--- config.mk ---
export PLATFORM = sky130hd
export DESIGN_NAME = seed_storage_bank
export DESIGN_NICKNAME = d
export VERILOG_FILES = /design/src/rtl/seed_storage_pkg.sv /design/src/rtl/seed_word_sequencer.sv /design/src/rtl/seed_storage_bank.sv
export SDC_FILE = /design/constraint.sdc
export NUM_CORES = 1
export LEC_CHECK = 0
export BUFFER_PORTS_ARGS = -buffer_cell sky130_fd_sc_hd__buf_2
export CORE_MARGIN = 2
export CORE_UTILIZATION = 40
export CTS_BUF_LIST = sky130_fd_sc_hd__clkbuf_4 sky130_fd_sc_hd__clkbuf_8
export CTS_CLUSTER_SIZE = 30
export DETAILED_ROUTE_END_ITERATION = 8
export GPL_ROUTABILITY_DRIVEN = 0
export PLACE_DENSITY_LB_ADDON = 0.2
export SYNTH_ARGS = -nofsm -noshare
export SYNTH_HDL_FRONTEND = slang
export SYNTH_SLANG_ARGS = --single-unit
--- constraint.sdc ---
create_clock -name clk -period 9.5 [get_ports clk]
set_clock_uncertainty 0.15 [all_clocks]
set_input_delay 0.475 -clock clk [delete_from_list [all_inputs] [get_ports clk]]
set_output_delay 0.475 -clock clk [all_outputs]
set_load 0.02 [all_outputs]
--- src/rtl/seed_storage_pkg.sv ---
// Shared encodings for the FrodoKEM seed store: command ops, FSM states,
// and the derived command width.
`ifndef SEED_STORAGE_PKG_SV
`define SEED_STORAGE_PKG_SV
`define SeedStorageBankCMD_SIZE (SLOT_W + 2)

package seed_storage_pkg;
  typedef enum logic [1:0] {
    OP_WRITE     = 2'b00,
    OP_READ      = 2'b01,
    OP_ZERO      = 2'b10,
    OP_READ_WIPE = 2'b11
  } op_e;

  typedef enum logic [1:0] {
    ST_IDLE = 2'b00,
    ST_IN   = 2'b01,
    ST_OUT  = 2'b10,
    ST_CLR  = 2'b11
  } state_e;

  function automatic int clogMin1(input int n);
    return (n > 1) ? $clog2(n) : 1;
  endfunction
endpackage
`endif

--- src/rtl/seed_word_sequencer.sv ---
// Word counter shared by the deserialising and serialising paths; it parks
// on the last word instead of wrapping.
module seed_word_sequencer
  import seed_storage_pkg::*;
#(
  parameter int WORDS = 2,
  localparam int CNT_W = clogMin1(WORDS)
) (
  input  logic             clk,
  input  logic             rst,
  input  logic             clear,
  input  logic             step,
  output logic [CNT_W-1:0] cnt,
  output logic             isLast
);
  assign isLast = (cnt == CNT_W'(WORDS - 1));

  always_ff @(posedge clk or posedge rst) begin
    if (rst)                  cnt <= '0;
    else if (clear)           cnt <= '0;
    else if (step && !isLast) cnt <= cnt + CNT_W'(1);
  end
endmodule

--- src/rtl/seed_storage_bank.sv ---
// Multi-slot seed store: word-serial write/read with slot select, one-cycle
// zeroize and read-and-wipe. Reset touches control state only.
module seed_storage_bank
  import seed_storage_pkg::*;
#(
  parameter int WORDS = 2,
  parameter int SLOTS = 4,
  localparam int SLOT_W = clogMin1(SLOTS),
  localparam int CNT_W  = clogMin1(WORDS)
) (
  input  logic                                 clk,
  input  logic                                 rst,
  input  logic [`SeedStorageBankCMD_SIZE-1:0] cmd,
  input  logic                                 cmd_isReady,
  output logic                                 cmd_canReceive,
  input  logic [63:0]                          in,
  input  logic                                 in_isReady,
  output logic                                 in_canReceive,
  output logic                                 in_isLast,
  output logic [63:0]                          out,
  output logic                                 out_isReady,
  input  logic                                 out_canReceive,
  output logic                                 out_isLast,
  output logic                                 err_badSlot
);
  state_e             state, nxt;
  logic [SLOT_W-1:0]  slotQ;
  logic               wipeQ;
  logic [CNT_W-1:0]   cnt;
  logic               isLast;
  logic [SLOT_W-1:0]  cmdSlot;
  logic [1:0]         cmdOp;
  logic               accept, badSlot, inBeat, outBeat;
  logic [SLOTS-1:0][WORDS-1:0][63:0] memQ;

  assign cmdSlot = cmd[SLOT_W+1:2];
  assign cmdOp   = cmd[1:0];
  assign accept  = cmd_canReceive & cmd_isReady;
  assign badSlot = (32'(cmdSlot) >= SLOTS);
  assign inBeat  = in_canReceive & in_isReady;
  assign outBeat = out_isReady & out_canReceive;

  seed_word_sequencer #(.WORDS(WORDS)) uSeq (
    .clk    (clk),
    .rst    (rst),
    .clear  (accept),
    .step   (inBeat | outBeat),
    .cnt    (cnt),
    .isLast (isLast)
  );

  always_ff @(posedge clk or posedge rst) begin
    if (rst) begin
      state       <= ST_IDLE;
      slotQ       <= '0;
      wipeQ       <= 1'b0;
      err_badSlot <= 1'b0;
    end else begin
      state       <= nxt;
      err_badSlot <= accept & badSlot;
      if (accept) begin
        slotQ <= cmdSlot;
        wipeQ <= (cmdOp == OP_READ_WIPE);
      end
    end
  end

  always_comb begin
    nxt            = state;
    cmd_canReceive = 1'b0;
    in_canReceive  = 1'b0;
    in_isLast      = 1'b0;
    out_isReady    = 1'b0;
    out_isLast     = 1'b0;
    case (state)
      ST_IDLE: begin
        cmd_canReceive = 1'b1;
        if (cmd_isReady && !badSlot) begin
          case (cmdOp)
            OP_WRITE: nxt = ST_IN;
            OP_ZERO:  nxt = ST_CLR;
            default:  nxt = ST_OUT;
          endcase
        end
      end
      ST_IN: begin
        in_canReceive = 1'b1;
        in_isLast     = isLast;
        if (in_isReady && isLast) nxt = ST_IDLE;
      end
      ST_OUT: begin
        out_isReady = 1'b1;
        out_isLast  = isLast;
        if (out_canReceive && isLast) nxt = ST_IDLE;
      end
      default: nxt = ST_IDLE;
    endcase
  end

  // Data flops carry no reset so a mid-operation reset leaves finished words intact.
  for (genvar s = 0; s < SLOTS; s++) begin : gSlot
    for (genvar w = 0; w < WORDS; w++) begin : gWord
      logic [63:0] q;
      logic        hit;
      assign hit = (slotQ == SLOT_W'(s));
      always_ff @(posedge clk) begin
        if (hit) begin
          if (inBeat && cnt == CNT_W'(w))
            q <= in;
          else if (state == ST_CLR || (outBeat && wipeQ && cnt == CNT_W'(w)))
            q <= '0;
        end
      end
      assign memQ[s][w] = q;
    end
  end

  // Gate with out_isReady so never-written flops cannot leak X downstream.
  always_comb begin
    out = '0;
    for (int s = 0; s < SLOTS; s++)
      for (int w = 0; w < WORDS; w++)
        if (out_isReady && slotQ == SLOT_W'(s) && cnt == CNT_W'(w))
          out = memQ[s][w];
  end
endmodule

# Yosys cells after proc, flatten, opt, wreduce, memory -nomap -nowiden
# Cells that the tools add are included.
[op_classes]
addsub = 1
n_bitwise = 5
n_eq_ne = 11
mux = 24
n_reduce_logical = 38
[ops]
columns = ["op", "n"]
rows = [
  ["two-way mux 64 bit", 12],
  ["logical AND 1 bit", 20],
  ["AND reduction 2 bit", 8],
  ["== test 2 bit, second input constant", 6],
  ["two-way mux 1 bit", 7],
  ["logical NOT 2 bit", 3],
  ["two-way mux 2 bit", 3],
  ["inequality test 2 bit, second input constant", 3],
  ["one-hot mux 2 bit (3 select lines)", 1],
  ["nonzero test 2 bit", 3],
  ["== test 2 x 1 -> 1 bit, second input constant", 2],
  ["one-hot mux 2 bit (2 select lines)", 1],
  ["AND 1 bit", 3],
  ["AND reduction 3 bit", 1],
  ["logical OR 1 bit", 2],
  ["adder 1 bit, second input constant", 1],
  ["logical NOT 1 bit", 1],
  ["inverter 1 bit", 1],
  ["OR 1 bit", 1],
]
[word_totals]
elab_cells = 91
output_inout_bits = 70
input_bits = 73
ff_bits = 518

# Logic depth before layout (Yosys ltp)
# Gate-level depths: netlist (run 1).
[logic_depth]
word_depth = 12
ltp_mapped = 9
depth_no_buf = 6

# Hierarchy
# From an unflattened synthesis (run 1), not the netlist that was laid out.
[hier_totals]
cells_unflattened = 1526
hier_area_um2 = 21971.1
[by_module_without_submodules]
columns = ["module", "n_inst", "seq_area_each_um2", "area_per_inst_um2", "cells_per_inst"]
rows = [
  ["seed_storage_bank", 1, 15499.9, 21924.8, 1522],
  ["seed_word_sequencer", 1, 25.0, 46.3, 4],
]

# Worst setup path after synthesis (run 1)
# Ideal clock, no wire load.
[synth_path]
path_type = "flip-flop to flip-flop"
startpoint = "register uSeq.cnt"
endpoint = "register gSlot[0].gWord[0].q[0] (enable)"
required_time_ns = 8.863
path_stages_with_launch = 8
synth_period_minus_slack_ns = 4.519
n_path_buf = 4
arrival_time_ns = 3.883
setup_time_ns = 0.487
slack_ns = 4.981
path_cell_list = "dfrtp_1 -> buf_6 -> buf_6 -> buf_2 -> buf_2 -> nor2_1 -> a21oi_1 -> nor2_1"
[synth_via]
elab_chain_len = 5
elab_cells_between_ends = 6
cone_classes = "bitwise (1); reduce/logical (5)"
[synth_lines]
columns = ["element", "line_no", "text"]
rows = [
  ["start: declaration", "seed_word_sequencer.sv:13", "output logic [CNT_W-1:0] cnt,"],
  ["start signal: assignment", "seed_word_sequencer.sv:21", "else if (step && !isLast) cnt <= cnt + CNT_W'(1);"],
  ["inverter 1 bit (*)", "seed_storage_bank.sv:108, seed_storage_bank.sv:110", ""],
  ["logical AND 1 bit", "seed_storage_bank.sv:110", "else if (state == ST_CLR || (outBeat && wipeQ && cnt == CNT_W'(w)))"],
  ["logical OR 1 bit", "seed_storage_bank.sv:110", ""],
  ["nonzero test 2 bit (no line) (*)", "-", ""],
  ["AND reduction 2 bit (no line) (*)", "-", ""],
  ["end signal: assignment", "seed_storage_bank.sv:109", "q <= in;"],
  ["end: declaration", "seed_storage_bank.sv:103", "logic [63:0] q;"],
]
# Every way passes the cells marked *; elsewhere a longest branch is shown, timed or not.
# A chain may end at the register's enable or synchronous reset.

# Final worst setup path (run 1)
[layout_path]
startpoint = "register slotQ[0]"
endpoint = "output port out[22]"
[layout_via]
elab_chain_len = 11
elab_cells_between_ends = 24
cone_classes = "eq/ne (3); mux (8); reduce/logical (13)"
[layout_lines]
columns = ["element", "line_no", "text"]
rows = [
  ["start: declaration", "seed_storage_bank.sv:27", "logic [SLOT_W-1:0] slotQ;"],
  ["start signal: assignment", "seed_storage_bank.sv:62", "slotQ <= cmdSlot;"],
  ["logical NOT 2 bit", "seed_storage_bank.sv:123", "if (out_isReady && slotQ == SLOT_W'(s) && cnt == CNT_W'(w))"],
  ["logical AND 1 bit (2 in series)", "seed_storage_bank.sv:123", ""],
  ["two-way mux 64 bit (7 in series)", "seed_storage_bank.sv:123", ""],
  ["two-way mux 64 bit (*)", "seed_storage_bank.sv:123", ""],
  ["end: declaration", "seed_storage_bank.sv:20", "output logic [63:0] out,"],
]
# Marks and branches as above.

==> results.json, run 1 <==
{
  "overflow": 0,
  "die_x_microns": 238,
  "synth_edf_count": 512,
  "dr.pass1.iters": 5,
  "p_total_mw": 7.91,
  "viasPerCell": 5.60,
  "multi_input_area_sq_mm": 0.00562,
  "dieArea_sq_mm": 0.0566,
  "track_usage": 0.221,
  "rows": 85,
  "wire_per_inst_microns": 25.2,
  "yosys_register_bits": 518,
  "regArea_sq_mm": 0.0155,
  "netlist_top_cells_count": "edfxtp_1, and2_1, a21oi_1, o21ai_0, nor2_1",
  "ctsResizeCount": 0,
  "cts_inserted_buffers": 86,
  "peakVddDrop_mv": 0.178,
  "critPathKind": "reg2out",
  "cts_setup_buffers": 0,
  "setup_tns_ns": 0,
  "synthTopCellsByArea": "edfxtp_1, and2_1, a21oi_1, mux2_2, o22ai_1",
  "grt_pass1_wl_mm": 92.1,
  "cpLargestDelayFamily": "buffers and inverters",
  "status": "finished clean",
  "synth_most_common_cell": "edfxtp_1",
  "drv_cap": 0,
  "power.density_mw_per_mm2": 317,
  "drc": 0,
  "crit_cells": 8,
  "grt_max_degree": 77,
  "ys.flop_type": "edfxtp_1",
  "antenna_found_initial": 4,
  "critPathCaptureType": "output port",
  "clk_latency_ns": 0.65,
  "synth_top_area_frac": 0.703,
  "setup_viol": 0,
  "synth.cell_area_sq_mm": 0.0219,
  "avgSynthCellArea_sq_um": 13.9,
  "start_kind": "register",
  "worst_pin_slew_ns": 1.14,
  "path_clk_slew_ns": 0.06,
  "fmax_mhz": 196,
  "worst-path-buf-inv": 3,
  "die_y_microns": 238,
  "clkSinkCount": 518,
  "min_period_ns": 5.11,
  "ant_nets": 0,
  "relSlewSlack": 0.243,
  "critical_path_arrival_ns": 4.49,
  "path_max_fanout": 66,
  "num-fill-cells": 4727,
  "cts_root_buffer": "clkbuf_8",
  "r2r_cells": 6,
  "ys_types": 46,
  "p_leak_nw": 8.55,
  "io_buffers": 141,
  "area_growth_pct": 14.1,
  "hold_depth": 2,
  "path_common_cell": "buf_4",
  "slew_violations": 0,
  "start_util": 0.406,
  "clockBufferDepth": 3,
  "h-tree-depth": 3,
  "first_global_vias": 14200,
  "core_sq_mm": 0.0539,
  "yosysSeqAreaShare": 0.710,
  "period_share": 0.538,
  "tritoncts": "built",
  "cp_slowest_cell": "dfrtp_4",
  "required_ns": 8.88,
  "synth_top_area_cell": "edfxtp_1",
  "worstPathCellList": "buf_4 > nand2b_1 > buf_4 > o21ai_0 > a22oi_1 > o21a_1 > a21oi_1 > buf_2",
  "final_layout_size_suffix_gt1_frac": 0.220,
  "num_vias": 13900,
  "synth_nets": 1644,
  "rsz0062_at_grt": "no",
  "ios": 143,
  "drt_wl_total_mm": 62.6,
  "synth_cells": 1571,
  "hold_viol_final": 0,
  "max_stage_delay_ns": 0.96,
  "worst_hold_path_type": "in2reg",
  "yosys_warnings": 0,
  "drtIter0Drc": 1083,
  "dp_hpwl_mm": 34.0,
  "layout.nets": 1795,
  "async_flop_share": 0.0116
}
==> metal layers <==
metal / track usage / part of all wire / wire [microns] / up-vias
met3: 0.0382 / 0.060 / 3750 / 83
met1: 0.300 / 0.43 / 26900 / 7115
li1: - / - / - / 6252
met5: 0 / 0.00045 / 28 / -
met2: 0.362 / 0.49 / 30600 / 473
met4: 0.0762 / 0.022 / 1370 / 4
==> layout make-up <==
class | instances | area share
sequential | 518 | 0.622
timing repair buffer | 177 | 0.0399
multi-input combinational | 863 | 0.225
inverter | 76 | 0.0115
antenna | 2 | 0.000201
clock buffer | 120 | 0.0597
clock inverter | 35 | 0.00632
tap | 696 | 0.0349
==> cell usage in the layout, fill, tap and decap left out, types with 7 or more instances in the layout <==
cell type,Yosys,final
o22ai_1,77,77
a22oi_1,51,51
o21ai_0,92,92
edfxtp_1,512,512
nand2b_1,12,10
o211ai_1,7,7
and2_1,129,129
a22o_1,7,7
dlygate4sd3_1,0,8
clkinv_1,0,23
clkinv_2,0,9
a221oi_1,10,10
clkbuf_8,0,94
o21a_1,39,39
nor2_1,81,72
mux2_2,47,47
a21oi_1,118,118
inv_1,75,74
buf_4,4,28
nor2_4,0,11
buf_2,40,141
o21ai_1,20,19
nand2_1,53,53
a222oi_1,13,13
mux2i_1,13,13
nor3b_1,38,38
clkbuf_4,0,26
==> stage by stage <==
stage / hold slack, ns / util / worst slack (ns) / instance area, sq um / std cells
4_1_cts: 0.00387 / 0.463 / 4.36 / 24900 / 2485
3_5_place_dp: 0.292 / 0.431 / 5.06 / 23200 / 2322
5_1_grt: 0.0325 / 0.463 / 4.16 / 25000 / 2486
2_1_floorplan: 0.116 / - / 4.98 / 21900 / 1571
6_report: 0.0507 / 0.463 / 4.39 / 25000 / 2487
3_3_place_gp: 0.286 / 0.431 / 5.09 / 23200 / 2322
==> logic make-up after synthesis <==
family	count (synthesis)	share of synthesized area
other	1	0.000171
AND/OR/NAND/NOR	337	0.0836
buffers and inverters	190	0.0387
multiplexers	66	0.0363
AO/OA/AOI/OAI	459	0.131
flip-flops	518	0.710
==> what timing repair did <==
item                                   CTS  global route
setup endpoints to repair                0             0
hold buffers                             8             0
endpoints found under the hold margin   16             0
==> worst paths after layout <==
check	from	to	slack, ns
setup / recovery	slotQ[0]$_DFFE_PP0P_	out[22]	4.39
hold / removal	in[19]	gSlot[3].gWord[0].q[19]$_DFFE_PP_	0.05
setup reg to reg	uSeq.cnt$_DFFE_PP0P_	gSlot[2].gWord[1].q[20]$_DFFE_PP_	5.19
hold reg to reg	wipeQ$_DFFE_PP0P_	wipeQ$_DFFE_PP0P_	0.38
max in group asynchronous	rst	slotQ[0]$_DFFE_PP0P_	8.74
min in group asynchronous	rst	uSeq.cnt$_DFFE_PP0P_	0.18
==> worst reg2reg max path: stages, from the launching register on <==
cell	delay, ns
dfrtp_2	0.65
buf_4	0.64
clkinv_2	0.50
o21bai_1	0.25
a21oi_1	0.27
nor2_4	0.58
buf_4	0.85
==> flip-flops by register name, indices dropped and copies added (netlist names) <==
| name | flops |
|---|---|
| wipeQ | 1 |
| uSeq.cnt | 1 |
| slotQ | 2 |
| gSlot.gWord.q | 512 |
| state | 2 |
==> report_power, final <==
part	leakage (nW)	internal [mW]	switching (mW)
Sequential	4.56	2.94	0.196
Combinational	3.13	0.884	1.99
Clock	0.868	1.01	0.882
(Power assumes the default switching activity.)
==> run 2, diff against run 1 <==
==> constraint.sdc (replaced) <==
create_clock -name clk -period 5.3 [get_ports clk]
set_clock_uncertainty 0.15 [all_clocks]
set_input_delay 0.265 -clock clk [delete_from_list [all_inputs] [get_ports clk]]
set_output_delay 0.265 -clock clk [all_outputs]
set_load 0.02 [all_outputs]
==> run 2 against run 1 <==
Total power up 81%. Setup slack lost 3.3 ns. Utilization grew 1.5 points. Highest routed layer unchanged. Clock power grew 80%. Combinational power up 85%. Critical path depth shrank 2. Critical path type unchanged. Wire length down 0.49%. Count of clock-buffer cells in the layout down 10. Non-clock buffer count increased by 81. Register-to-register slack lost 3.4 ns. Final area increased by 3.2%.
==> results.json, run 2 (same netlist as run 1, synthesis figures left out) <==
{
  "die_y_microns": 238,
  "cts_inserted_buffers": 87,
  "p_sw_mw": 5.53,
  "layout_common_cells": "edfxtp_1, buf_2, and2_1, a21oi_1, o21ai_0",
  "grt-busiest-layer": "met2",
  "grt_max_degree": 77,
  "rows": 85,
  "slew_violations": 0,
  "drt_wl_total_mm": 62.3,
  "viasPerCell": 5.53,
  "largest_reg_flops": 512,
  "p_leak_nw": 8.90,
  "ant_nets": 0,
  "h-tree-depth": 3,
  "peakVddDrop_mv": 0.298,
  "area_growth_pct": 17.7,
  "power.density_mw_per_mm2": 556,
  "final_layout_size_suffix_gt1_frac": 0.216,
  "cts_setup_buffers": 0,
  "reg2reg_slack_ns": 1.81,
  "start_kind": "register",
  "hold_depth": 3,
  "hold_end": "gSlot[3].gWord[1].q[44]$_DFFE_PP_",
  "drtIter0Drc": 1163,
  "critical_path_arrival_ns": 3.83,
  "comb_power_share": 0.370,
  "dr.pass1.iters": 5,
  "relSlewSlack": 0.264,
  "postLayoutCoreUtil": 0.477,
  "antenna_found_initial": 4,
  "dieArea_sq_mm": 0.0566,
  "num_vias": 14200,
  "r2r_cells": 3,
  "status": "finished clean",
  "grt_pass1_wl_mm": 91.8,
  "worst_hold_path_type": "in2reg",
  "num-fill-cells": 4739,
  "tritoncts": "built",
  "max_stage_delay_ns": 0.83,
  "period_share": 0.800,
  "rsz0062_at_grt": "no",
  "required_ns": 4.89,
  "drv_cap": 0,
  "grt_use_met1": 0.294,
  "critical_path.startpoint": "slotQ[1]$_DFFE_PP0P_",
  "path_clk_slew_ns": 0.06,
  "drc": 0,
  "layout.nets": 1877,
  "p_seq_frac": 0.391,
  "dp_hpwl_mm": 33.8,
  "start_util": 0.406,
  "clk_latency_ns": 0.67,
  "reg_top3": "gSlot.gWord.q x512, slotQ x2, state x2",
  "first_global_vias": 14400,
  "min-delay-start": "in[44]",
  "ctsResizeCount": 0,
  "critPathKind": "reg2out",
  "die_x_microns": 238,
  "use_met3": 0.0405,
  "setup_viol": 0,
  "fmax_mhz": 236,
  "layout_commonest_cell": "edfxtp_1",
  "r2r_start": "slotQ[1]$_DFFE_PP0P_",
  "hold_viol_final": 0,
  "netSwitchingFraction": 0.386,
  "hold_buffers": 79,
  "reg2reg_to": "gSlot[3].gWord[0].q[23]$_DFFE_PP_",
  "io_buffers": 141,
  "p_int_mw": 8.80,
  "regArea_sq_mm": 0.0155,
  "cts_root_buffer": "clkbuf_8",
  "track_usage": 0.221,
  "overflow": 0,
  "core_sq_mm": 0.0539,
  "cp_slowest_cell": "nor2_8",
  "multi_input_area_sq_mm": 0.00561,
  "path_max_fanout": 65,
  "gr-usage-met2": 0.364,
  "critPathCaptureType": "output port",
  "largest_register": "gSlot.gWord.q",
  "clockBufferDepth": 3,
  "min_period_ns": 4.24,
  "ios": 143,
  "wire_per_inst_microns": 24.3,
  "clkSinkCount": 518,
  "clkPwrFrac": 0.238,
  "setup_tns_ns": 0,
  "worst_pin_slew_ns": 1.10,
  "worstPathCellList": "or2_2 > nor2_8 > a22oi_1 > o21a_1 > a21oi_1 > buf_2"
}
-- run 2: cell count changes in the layout (fill, tap and decap cells not counted), moves of 3 or more --
cell / previous run / this run
clkbuf_8: 94 / 87
bufinv_16: 0 / 3
dlygate4sd3_1: 8 / 79
clkbuf_4: 26 / 23
clkinv_2: 9 / 14
buf_4: 28 / 37
-- run 2: worst max path at each step --
stage	to	slack, ns
2_1_floorplan	gSlot[0].gWord[0].q[0]$_DFFE_PP_	0.78
6_report	out[32]	1.06
4_1_cts	out[58]	1.04
5_1_grt	out[27]	0.92
3_3_place_gp	out[27]	1.80
3_5_place_dp	out[58]	1.76
-- run 2: cell type report --
cell class / instances / area share
diodes: 1 / 0.0000972
clock buffers: 110 / 0.0532
clock inverters: 43 / 0.0107
inverters: 76 / 0.0111
multi-input cells: 863 / 0.218
flip-flops and latches: 518 / 0.603
well taps: 696 / 0.0338
repair buffers: 258 / 0.0697
-- run 2: stage by stage --
step	instance area, sq um	power (mW)	hold slack (ns)	cells	setup WS [ns]
floorplan	21900	9.01	-0.0940	1571	0.781
global placement	23300	10.9	0.0668	2332	1.80
detailed placement	23300	10.9	0.0645	2332	1.76
CTS	25700	14.4	0.306	2564	1.04
global route	25700	15.0	0.351	2565	0.920
finish	25700	14.3	0.361	2565	1.06
-- run 2: per-layer routing --
metal	vias to the layer above	share of wire
met1	7139	0.43
met2	514	0.49
met4	4	0.024
li1	6423	-
met3	107	0.062
met5	-	0.00043
-- run 2: power groups by stage --
| stage | Combinational [mW] | Clock [mW] | Sequential [mW] |
|---|---|---|---|
| after global placement | 5.24 | 0 | 5.66 |
| after detailed placement | 5.26 | 0 | 5.68 |
| after floorplan | 3.49 | 0 | 5.52 |
| after CTS | 5.36 | 3.48 | 5.60 |
| after global routing | 5.72 | 3.66 | 5.66 |
| final | 5.31 | 3.41 | 5.60 |
-- run 2: worst max-delay path: cells and delay by family (launching register included) --
kind	cells	cell delay, ns
AOI/OAI and AO/OA	3	0.73
DFF	1	0.78
buffers and inverters	1	0.23
and+or+nand+nor	2	1.36
==> run 3, diff against run 2 <==
==> constraint.sdc (replaced) <==
create_clock -name clk -period 4.4 [get_ports clk]
set_clock_uncertainty 0.15 [all_clocks]
set_input_delay 0.22 -clock clk [delete_from_list [all_inputs] [get_ports clk]]
set_output_delay 0.22 -clock clk [all_outputs]
set_load 0.02 [all_outputs]
==> run 3 against run 2 <==
Critical path depth is the same. Total power rose by 20%. Wire length down 2.1%. Count of clock-buffer cells in the layout grew 11. Flip-flop and latch count unchanged. Register-to-register slack worse by 0.59 ns. Final area up 0.29%. Die area unchanged. Combinational power up 19%. Hold slack got worse by 0.047 ns. Via count grew 0.51%. Critical endpoint is now out[41]. Highest routed layer is now met4.
==> results.json, run 3 (same netlist as run 1, synthesis figures left out) <==
{
  "viasPerCell": 5.54,
  "drtIter0Drc": 1208,
  "track_usage": 0.215,
  "fmax_mhz": 253,
  "grt_pass1_wl_mm": 90.5,
  "clk_latency_ns": 0.65,
  "ant_nets": 0,
  "p_int_mw": 10.6,
  "layout_common_cells": "edfxtp_1, buf_2, and2_1, a21oi_1, o21ai_0",
  "setup_viol": 0,
  "hold_viol_final": 0,
  "clkSinkCount": 518,
  "largest_register": "gSlot.gWord.q",
  "reg_top3": "gSlot.gWord.q x512, slotQ x2, state x2",
  "worst_hold_path_type": "in2reg",
  "status": "finished clean",
  "clkPwrFrac": 0.233,
  "ctsResizeCount": 0,
  "slew_violations": 0,
  "first_global_vias": 14500,
  "relSlewSlack": 0.276,
  "layout.nets": 1885,
  "num_vias": 14300,
  "path_clk_slew_ns": 0.06,
  "h-tree-depth": 3,
  "num-fill-cells": 4703,
  "cts_inserted_buffers": 85,
  "setup_tns_ns": 0,
  "cts_setup_buffers": 0,
  "postLayoutCoreUtil": 0.479,
  "reg2reg_slack_ns": 1.22,
  "area_growth_pct": 18.0,
  "hold_buffers": 79,
  "cts_root_buffer": "clkbuf_8",
  "layout_commonest_cell": "edfxtp_1",
  "die_y_microns": 238,
  "start_util": 0.406,
  "die_x_microns": 238,
  "peakVddDrop_mv": 0.323,
  "drt_wl_total_mm": 61.0,
  "critPathKind": "reg2out",
  "period_share": 0.898,
  "dr.pass1.iters": 8,
  "wire_per_inst_microns": 23.7,
  "p_seq_frac": 0.398,
  "path_max_fanout": 61,
  "p_sw_mw": 6.57,
  "rsz0062_at_grt": "no",
  "required_ns": 4.03,
  "setup_slack_ns": 0.448,
  "dieArea_sq_mm": 0.0566,
  "ios": 143,
  "drc": 0,
  "io_buffers": 141,
  "place_ws_ns": 1.12,
  "comb_power_share": 0.369,
  "grt_max_degree": 77,
  "critPathCaptureType": "output port",
  "dp_hpwl_mm": 34.8,
  "largest_reg_flops": 512,
  "antenna_cells": 0,
  "min_period_ns": 3.95,
  "antenna_found_initial": 1,
  "final_layout_size_suffix_gt1_frac": 0.218,
  "rows": 85,
  "core_sq_mm": 0.0539,
  "clockBufferDepth": 3,
  "p_leak_nw": 8.94,
  "start_kind": "register",
  "tritoncts": "built",
  "overflow": 0,
  "netSwitchingFraction": 0.383,
  "drv_cap": 0,
  "power.density_mw_per_mm2": 663,
  "critical_path_arrival_ns": 3.58,
  "worst_pin_slew_ns": 1.09
}
-- run 3: path summary, 6_finish.rpt --
path,start,endpoint,cells past startpoint
max,slotQ[0]$_DFFE_PP0P_,out[41],6
min,in[2],gSlot[1].gWord[1].q[2]$_DFFE_PP_,3
max reg2reg,slotQ[0]$_DFFE_PP0P_,gSlot[0].gWord[0].q[57]$_DFFE_PP_,3
min reg2reg,state[0]$_DFFE_PP0P_,uSeq.cnt$_DFFE_PP0P_,2
max in group asynchronous,rst,slotQ[0]$_DFFE_PP0P_,4
min in group asynchronous,rst,slotQ[1]$_DFFE_PP0P_,4
-- run 3: layer usage --
layer / GRT usage / share of wire / up-vias
li1: - / - / 6434
met1: 0.287 / 0.42 / 7140
met2: 0.354 / 0.49 / 558
met3: 0.0406 / 0.063 / 128
met4: 0.0703 / 0.026 / 0
met5: 0 / 0 / -
-- run 3: power by group through the flow --
stage	Clock (mW)	Combinational (mW)	Sequential (mW)
6_report	3.99	6.32	6.82
5_1_grt	4.28	6.82	6.90
4_1_cts	4.08	6.37	6.82
3_5_place_dp	0	6.25	6.92
3_3_place_gp	0	6.22	6.89
2_1_floorplan	0	4.21	6.63
-- run 3: final cells by class --
class / count / area (sq um) / area share
Clock buffer: 121 / 1460 / 0.0565
Clock inverter: 31 / 138 / 0.00533
Inverter: 76 / 285 / 0.0110
Multi-Input combinational cell: 863 / 5600 / 0.217
Sequential cell: 518 / 15500 / 0.602
Tap cell: 696 / 871 / 0.0337
Timing Repair Buffer: 268 / 1930 / 0.0748
-- run 3: critical path, stage by stage (launching register included) --
cell     delay, ns
dfrtp_4       0.96
buf_4         0.63
or2_2         0.38
o21ai_0       0.11
o22a_1        0.23
o21ai_1       0.33
buf_2         0.25
-- run 3: stage by stage --
stage	power [mW]	cell area, sq um	cells	hold slack [ns]
finish	17.1	25800	2573	0.314
global route	18.0	25800	2573	0.316
global placement	13.1	23400	2342	0.0295
detailed placement	13.2	23400	2342	0.0297
CTS	17.3	25800	2573	0.271
floorplan	10.8	21900	1571	-0.139
